--- src/rtl/timer_periph_mch.sv ---
`timescale 1ns/1ps
// APB multi-channel timer: per-channel prescaler, auto-reload counter,
// one-shot mode, wrap tick pulses and a shared pending/interrupt register.
module timer_periph_mch #(
  parameter int NUM_CH = 4,
  parameter int CNT_W  = 32,
  parameter int PSC_W  = 16
) (
  input  logic              PCLK,
  input  logic              PRESET,
  input  logic [31:0]       PADDR,
  input  logic              PWRITE,
  input  logic              PENABLE,
  input  logic              PSEL,
  input  logic [31:0]       PWDATA,
  output logic [31:0]       PRDATA,
  output logic              PREADY,
  output logic [NUM_CH-1:0] tick,
  output logic              irq
);

  logic             access;
  logic             wr;
  logic             isr_hit;
  logic             ch_region;
  logic [3:0]       ch_idx;
  logic [1:0]       reg_idx;
  logic [NUM_CH-1:0] w1c;
  logic             unused_bits;

  logic [NUM_CH-1:0] sel, wr_cr, wr_psc, wr_arr, wr_cnt, clr, ptick, wrap;
  logic [NUM_CH-1:0] en, oneshot, irqen, isr;
  logic [PSC_W-1:0]  psc  [NUM_CH];
  logic [PSC_W-1:0]  pcnt [NUM_CH];
  logic [CNT_W-1:0]  arr  [NUM_CH];
  logic [CNT_W-1:0]  cnt  [NUM_CH];

  assign access    = PSEL & PENABLE;
  assign wr        = access & PWRITE;
  assign ch_idx    = PADDR[7:4];
  assign reg_idx   = PADDR[3:2];
  assign ch_region = ~PADDR[8];
  assign isr_hit   = (PADDR[8:2] == 7'h40);
  assign w1c       = (wr && isr_hit) ? PWDATA[NUM_CH-1:0] : '0;
  assign PREADY    = access & PRESET;
  assign unused_bits = ^{PADDR[31:9], PADDR[1:0], PWDATA};

  // Channel indices >= NUM_CH never match, so those offsets are unmapped.
  always_comb begin
    for (int c = 0; c < NUM_CH; c++) begin
      sel[c]    = ch_region && (ch_idx == 4'(c));
      wr_cr[c]  = wr && sel[c] && (reg_idx == 2'd0);
      wr_psc[c] = wr && sel[c] && (reg_idx == 2'd1);
      wr_arr[c] = wr && sel[c] && (reg_idx == 2'd2);
      wr_cnt[c] = wr && sel[c] && (reg_idx == 2'd3);
      clr[c]    = wr_cr[c] && PWDATA[1];
      ptick[c]  = en[c] && (pcnt[c] >= psc[c]);
      wrap[c]   = ptick[c] && (cnt[c] >= arr[c]) && !wr_cnt[c] && !clr[c];
    end
  end

  always_comb begin
    PRDATA = '0;
    if (access && PRESET) begin
      if (isr_hit) PRDATA[NUM_CH-1:0] = isr;
      for (int c = 0; c < NUM_CH; c++) begin
        if (sel[c]) begin
          case (reg_idx)
            2'd0:    PRDATA[3:0]       = {irqen[c], oneshot[c], 1'b0, en[c]};
            2'd1:    PRDATA[PSC_W-1:0] = psc[c];
            2'd2:    PRDATA[CNT_W-1:0] = arr[c];
            default: PRDATA[CNT_W-1:0] = cnt[c];
          endcase
        end
      end
    end
  end

  always_ff @(posedge PCLK or negedge PRESET) begin
    if (!PRESET) begin
      en      <= '0;
      oneshot <= '0;
      irqen   <= '0;
      isr     <= '0;
      tick    <= '0;
      irq     <= 1'b0;
      for (int c = 0; c < NUM_CH; c++) begin
        psc[c]  <= '0;
        pcnt[c] <= '0;
        arr[c]  <= '0;
        cnt[c]  <= '0;
      end
    end else begin
      for (int c = 0; c < NUM_CH; c++) begin
        if (wr_cr[c]) begin
          en[c]      <= PWDATA[0];
          oneshot[c] <= PWDATA[2];
          irqen[c]   <= PWDATA[3];
        end
        if (wr_psc[c]) psc[c] <= PWDATA[PSC_W-1:0];
        if (wr_arr[c]) arr[c] <= PWDATA[CNT_W-1:0];

        // Bus loads and clears take priority over counting on the same edge.
        if (wr_cnt[c]) begin
          cnt[c]  <= PWDATA[CNT_W-1:0];
          pcnt[c] <= '0;
        end else if (clr[c]) begin
          cnt[c]  <= '0;
          pcnt[c] <= '0;
        end else if (en[c]) begin
          if (ptick[c]) begin
            pcnt[c] <= '0;
            cnt[c]  <= wrap[c] ? '0 : cnt[c] + CNT_W'(1);
          end else begin
            pcnt[c] <= pcnt[c] + PSC_W'(1);
          end
        end

        if (wrap[c] && oneshot[c]) en[c] <= 1'b0;
      end

      // A wrap on the same edge as a write-1-to-clear keeps the bit set.
      isr  <= (isr & ~w1c) | wrap;
      tick <= wrap;
      irq  <= |(isr & irqen);
    end
  end

endmodule

--- config.mk ---
export PLATFORM = sky130hd
export DESIGN_NAME = timer_periph_mch
export DESIGN_NICKNAME = d
export VERILOG_FILES = /design/src/rtl/timer_periph_mch.sv
export SDC_FILE = /design/constraint.sdc
export NUM_CORES = 1
export LEC_CHECK = 0
export CAP_MARGIN = 20
export CORE_MARGIN = 2
export CORE_UTILIZATION = 30
export DETAILED_ROUTE_END_ITERATION = 12
export DONT_BUFFER_PORTS = 1
export PLACE_DENSITY_LB_ADDON = 0.08
export SETUP_SLACK_MARGIN = 0.3
export SLEW_MARGIN = 30
export SYNTH_ARGS = -nofsm -noshare
export SYNTH_HDL_FRONTEND = slang
export SYNTH_SLANG_ARGS = --single-unit
--- constraint.sdc ---
create_clock -name PCLK -period 6.35 [get_ports PCLK]
set_input_delay 0 -clock PCLK [delete_from_list [all_inputs] [get_ports PCLK]]
set_output_delay 0 -clock PCLK [all_outputs]
set_load 0.01 [all_outputs]
Word level (Yosys, flattened, before mapping). Index checks and enable logic that the tools add are counted. W data, S select, Z words.

RAM bits: 0. Latch bits: 0. Output and inout bits: 38. Memories: 0. Register bits: 405. ROM bits: 0. Word-level logic and storage cells: 203.

Mux-type cells: 63. $lt $le $gt $ge: 8. Reduce and logical (&&, ||, !) cells: 78. Multiply operators: 0. Add/subtract/negate cells: 8. Divide/modulo/power cells: 0. Bitwise logic cells: 8. Eq/ne operators: 7. Shift operators: 0.

Operators with widths (number): $mux W32 (25); $mux W16 (16); $pmux W12 S3 (4); $add A32 B1 Y32 const B (4); $ge A32 B32 Y1 (4); $pmux W16 S2 (4); $add A16 B1 Y16 const B (4); $ge A16 B16 Y1 (4); $logic_and A1 B1 Y1 (50); $pmux W4 S3 (4); $reduce_bool A3 Y1 (8); $and A4 B4 Y4 (2); $eq A4 B2 Y1 const B (2); $logic_not A1 Y1 (8); $mux W1 (8); $mux W4 (2); $reduce_and A2 Y1 (4); $reduce_bool A2 Y1 (4); $eq A7 B7 Y1 const B (1); $eq A2 B2 Y1 const B (2); $eq A4 B1 Y1 const B (1); $logic_not A4 Y1 (1); $not A4 Y4 (1); $or A4 B4 Y4 (1); other kinds (6) (8).

Longest topological paths before layout.
Depth after elaboration: 12. Mapped depth: 11.

Least setup slack after synthesis. OpenSTA, ideal clock, no wires.

Path type: register to register. Start point: register cnt[121] in the netlist's numbering. End point: register cnt[121] in the netlist's numbering. Slack: 3.412 ns. Setup time: 0.147 ns. Path buffers: 2. Stages on the path, launching flop included: 11. Clock period less this slack: 2.938 ns. Arrival time: 2.791 ns. Required time: 6.203 ns. Cell sequence: dfrtp_1 > ha_1 > nand4_1 > or4_1 > or4_1 > o221ai_2 > nor3_1 > buf_2 > buf_6 > a22oi_1 > o311ai_0.

Word-level cells in the longest chain between the ends: 9. Elaborated cells on any way between the ends: 10.

Ends and longest elaborated chain: from (decl) (line 36) `logic [CNT_W-1:0] cnt [NUM_CH];`; from (signal, indexed assignment) (line 105) `cnt[c] <= PWDATA[CNT_W-1:0];`; from (signal, indexed assignment) (line 113) `cnt[c] <= wrap[c] ? '0 : cnt[c] + CNT_W'(1);`; $ge A32 B32 Y1 (line 58) `wrap[c] = ptick[c] && (cnt[c] >= arr[c]) && !wr_cnt[c] && !clr[c];`; $logic_and A1 B1 Y1 (3 in series) (line 58); $mux W32 (*) (line 113); $mux W32 (*) (line 111) `if (ptick[c]) begin`; $mux W32 (*) (line 110) `end else if (en[c]) begin`; $mux W32 (*) (line 107) `end else if (clr[c]) begin`; $mux W32 (*) (line 104) `if (wr_cnt[c]) begin`.

Mark *: on every way between the ends. The rest lies on a longest branch, timed or not. The select of a mux whose other input is x is not followed. A chain may end at the register's enable or synchronous reset.

Final worst setup path.
Start point: register cnt[121] in the netlist's numbering. End point: register en[0].

Word-level cells in the longest chain between the ends: 6. Elaborated cells on any way between the ends: 7.

Ends and longest elaborated chain: $ge A32 B32 Y1 (*) (line 58); $logic_and A1 B1 Y1 (*) (3 in series) (line 58); named net wrap[0] (line 31) `logic [NUM_CH-1:0] sel, wr_cr, wr_psc, wr_arr, wr_cnt, clr, ptick, wrap;`; $logic_and A1 B1 Y1 (*) (line 119) `if (wrap[c] && oneshot[c]) en[c] <= 1'b0;`; $mux W1 / $reduce_bool A2 Y1 (equally long branches); to (signal, indexed assignment) (line 96) `en[c] <= PWDATA[0];`; to (decl) (line 32) `logic [NUM_CH-1:0] en, oneshot, irqen, isr;`.

Mark *: on every way through the listed nets, which the timed path passes. The rest lies on a longest branch.

==> flow_summary.toml <==
[power_and_ir_drop]
sequentialPowerShare_pct = 34.1
powerDensity_mw_per_mm2 = 303.4
leakagePower_uw = 0.01358
p_int_uw = 5724
clkPwrFrac_pct = 33.7
swShare_pct = 39.01
power_uw = 9386
switchingPower_uw = 3662
pwr-share-comb_pct = 32.2
peakVddDrop_uv = 456.4

[critical_path]
crit_fanout = 9
crit_type = "register to register"
crit_path_end_kind = "register"
r2r-end = "en[0]$_DFFE_PN0P_"
rrSetupSlack_ns = 2.50
crit-reg2reg-launch = "cnt[121]$_DFFE_PN0P_"
crit_path_end = "en[0]$_DFFE_PN0P_"
cp.required_ns = 6.82
reg2reg_depth = 9
crit_path_start_kind = "register"
cp_data_arrival_time_ns = 4.32
worstSetupStartpoint = "cnt[121]$_DFFE_PN0P_"

[floorplanning]
coreArea_mm2 = 0.09015
io_pins = 107
start_util_pct = 30.28
fp.dieW_um = 305.7
die_y_um = 305.7
die_area_mm2 = 0.09343
rows = 110

[drt]
firstDrtPassIters = 6
drt_wl_total_um = 110100
vias_per_cell = 5.711
num_vias = 24780
routedWlPerCell_um = 25.37
drt_iter0_drc = 2378
ant_nets = 0
drt_drc_violations_left = 0

[clock_network]
clk_latency_ns = 0.63
root_buffer = "clkbuf_16"
ctsHoldBuffers = 51
cts_resized = 0
numCtsBuffers = 53
clockBufferDepth = 3
cts_setup_buffers = 0
clk_pin_slew_ns = 0.06
clock_sinks = 405
htree_levels = 2
tritoncts = "done"

[timing]
period_needed_ns = 3.852
relSlewSlack_pct = -24.92
tightestPinTransition_ns = 1.874
slew_violations = 197
rsz0062_at_grt = "no"
setup_viol = 0
fin_skew_ns = 0.02706
clock.fmax_ghz = 0.2596
tns_ns = 0
fin_crit_sh_pct = 60.66
whs_ns = -0.9024
finalHoldViolations = 405

[logic_synthesis]
syn_inst = 3153
postSynth.topFlopCell = "dfrtp_1"
synth_top_cell_area_share_pct = 37.12
ys_top_cells_by_area = "dfrtp_1, ha_1, nand2_1"
synth_warnings = 0
syn_avg_cell_area_um2 = 8.659
ys_async_sr_fraction_pct = 100.0
synth_top_area_cell = "dfrtp_1"
yosys.cell_types.count = 79
synth-seq-area-share_pct = 37.12
ys_ff_latch = 405
synth_area_mm2 = 0.02730
synth_nets = 3422
synth_edf_count = 0

[finish]
fill_cells = 9194
area.sequential_mm2 = 0.01013
multi_input_area_mm2 = 0.01559
final_area_mm2 = 0.03094
fin_nets = 3391
area_growth_pct = 13.32
drive_gt1_share_pct = 10.47

[global_routing]
grt_use_total_pct = 23.19
grt_pass1_vias = 23890
grt_pass1_wl_um = 162700
antenna_found_initial = 10
overflow = 0
grt_max_degree = 407

[status]
status = "finished with violations"
violations = "negative hold slack, max-slew violations"

[worst_hold_path]
hp-class = "input port to asynchronous set/reset pin"

[place]
post_dp_cell_area_mm2 = 0.02851
hpwl_um = 75280
place_congestion = 0.8615
portBuffers = 0

[job]
maxCapViolCount = 0
-- worst max-delay path, stage by stage, from the launching register on --
cell	delay, ns
dfrtp_1	0.49
ha_1	0.36
nand4_1	0.15
or4_1	0.70
or4_1	0.58
o221ai_2	0.32
nor3b_1	0.13
buf_4	0.20
nor3_1	0.56
a221oi_1	0.20
-- worst min path at each step --
stage               startpoint                   end  slack (ns)  depth (start not counted)
finish                  PRESET   cnt[28]$_DFFE_PN0P_       -0.90                          0
global route            PRESET   arr[26]$_DFFE_PN0P_       -0.95                          0
CTS                     PRESET  arr[118]$_DFFE_PN0P_       -0.93                          0
detailed placement      PRESET   arr[25]$_DFFE_PN0P_       -0.26                          0
global placement        PRESET   arr[25]$_DFFE_PN0P_       -0.26                          0
floorplan               PRESET    arr[0]$_DFFE_PN0P_       -0.30                          0
-- layout make-up --
type	instances	area share, %
clock buffer	80	5.205
multi-input combinational	2303	50.39
sequential	405	32.76
tap	1176	4.756
timing repair buffer	116	3.349
clock inverter	14	0.5824
antenna	1	0.008089
inverter	243	2.948
-- registers in the layout (all words and copies together) (netlist names) --
signal	cells
arr	128
cnt	128
pcnt	64
psc	64
en	4
irqen	4
isr	4
oneshot	4
tick	4
irq	1
-- cells in the final DEF, fill, tap and decap left out, types with 44 or more instances in the layout --
cell	netlist	routed
dfrtp_1	405	405
nand2_1	405	403
o21ai_0	264	263
inv_1	243	243
ha_1	200	200
nor2_1	172	165
a21oi_1	134	132
nand3_1	133	132
mux2_2	113	113
a22oi_1	78	78
nand4_1	59	59
buf_4	0	56
clkbuf_16	0	55
dlygate4sd3_1	0	45
nor3_1	50	44
-- metal layers --
| metal | vias to the layer above | GRT usage, % | share of wire (%) |
|---|---|---|---|
| met2 | 848 | 36.41 | 45 |
| li1 | 11410 | - | - |
| met5 | - | 0 | 0.015 |
| met1 | 12360 | 33.01 | 46 |
| met4 | 2 | 5.992 | 2.5 |
| met3 | 151 | 3.737 | 6.7 |
-- cells by family after synthesis --
logic type,after synthesis,synth area share [%]
simple gates,1055,18.70
xor+xnor,42,1.347
flops,405,37.12
mux,158,6.861
compound gates,848,20.60
buf+inv,445,6.205
fa+ha+maj,200,9.166
-- per-stage QoR --
step / util (%) / setup slack (ns) / std cells
finish: 34.32 / 2.498 / 4338
global route: 34.32 / 2.293 / 4338
CTS: 34.25 / 2.504 / 4328
detailed placement: 31.63 / 2.327 / 4183
global placement: 31.62 / 2.355 / 4183
floorplan: - / 3.412 / 3153
-- power groups by stage --
stage                     registers [uW]  clock network [uW]  logic, uW
final                               3200                3170       3020
after global routing                3240                3350       3330
after CTS                           3190                3240       3000
after detailed placement            3240                   0       2880
after global placement              3230                   0       2850
after floorplan                     3070                   0       2080
-- cell usage after synthesis (20+ instances only) --
master    count
dfrtp_1     405
nand2_1     405
o21ai_0     264
inv_1       243
ha_1        200
nor2_1      172
clkbuf_1    163
a21oi_1     134
nand3_1     133
mux2_2      113
a22oi_1      78
nand4_1      59
nor3_1       50
and3_1       41
a211oi_1     40
a21o_1       33
a31oi_1      33
mux2i_1      33
nor2b_1      32
xor2_1       29
and2_1       28
buf_1        25
a32oi_1      24
and4_1       23
nand2b_1     23
o311ai_0     23
a221oi_1     22
o21a_1       21
o221ai_1     20
(Power assumes the default switching activity.)
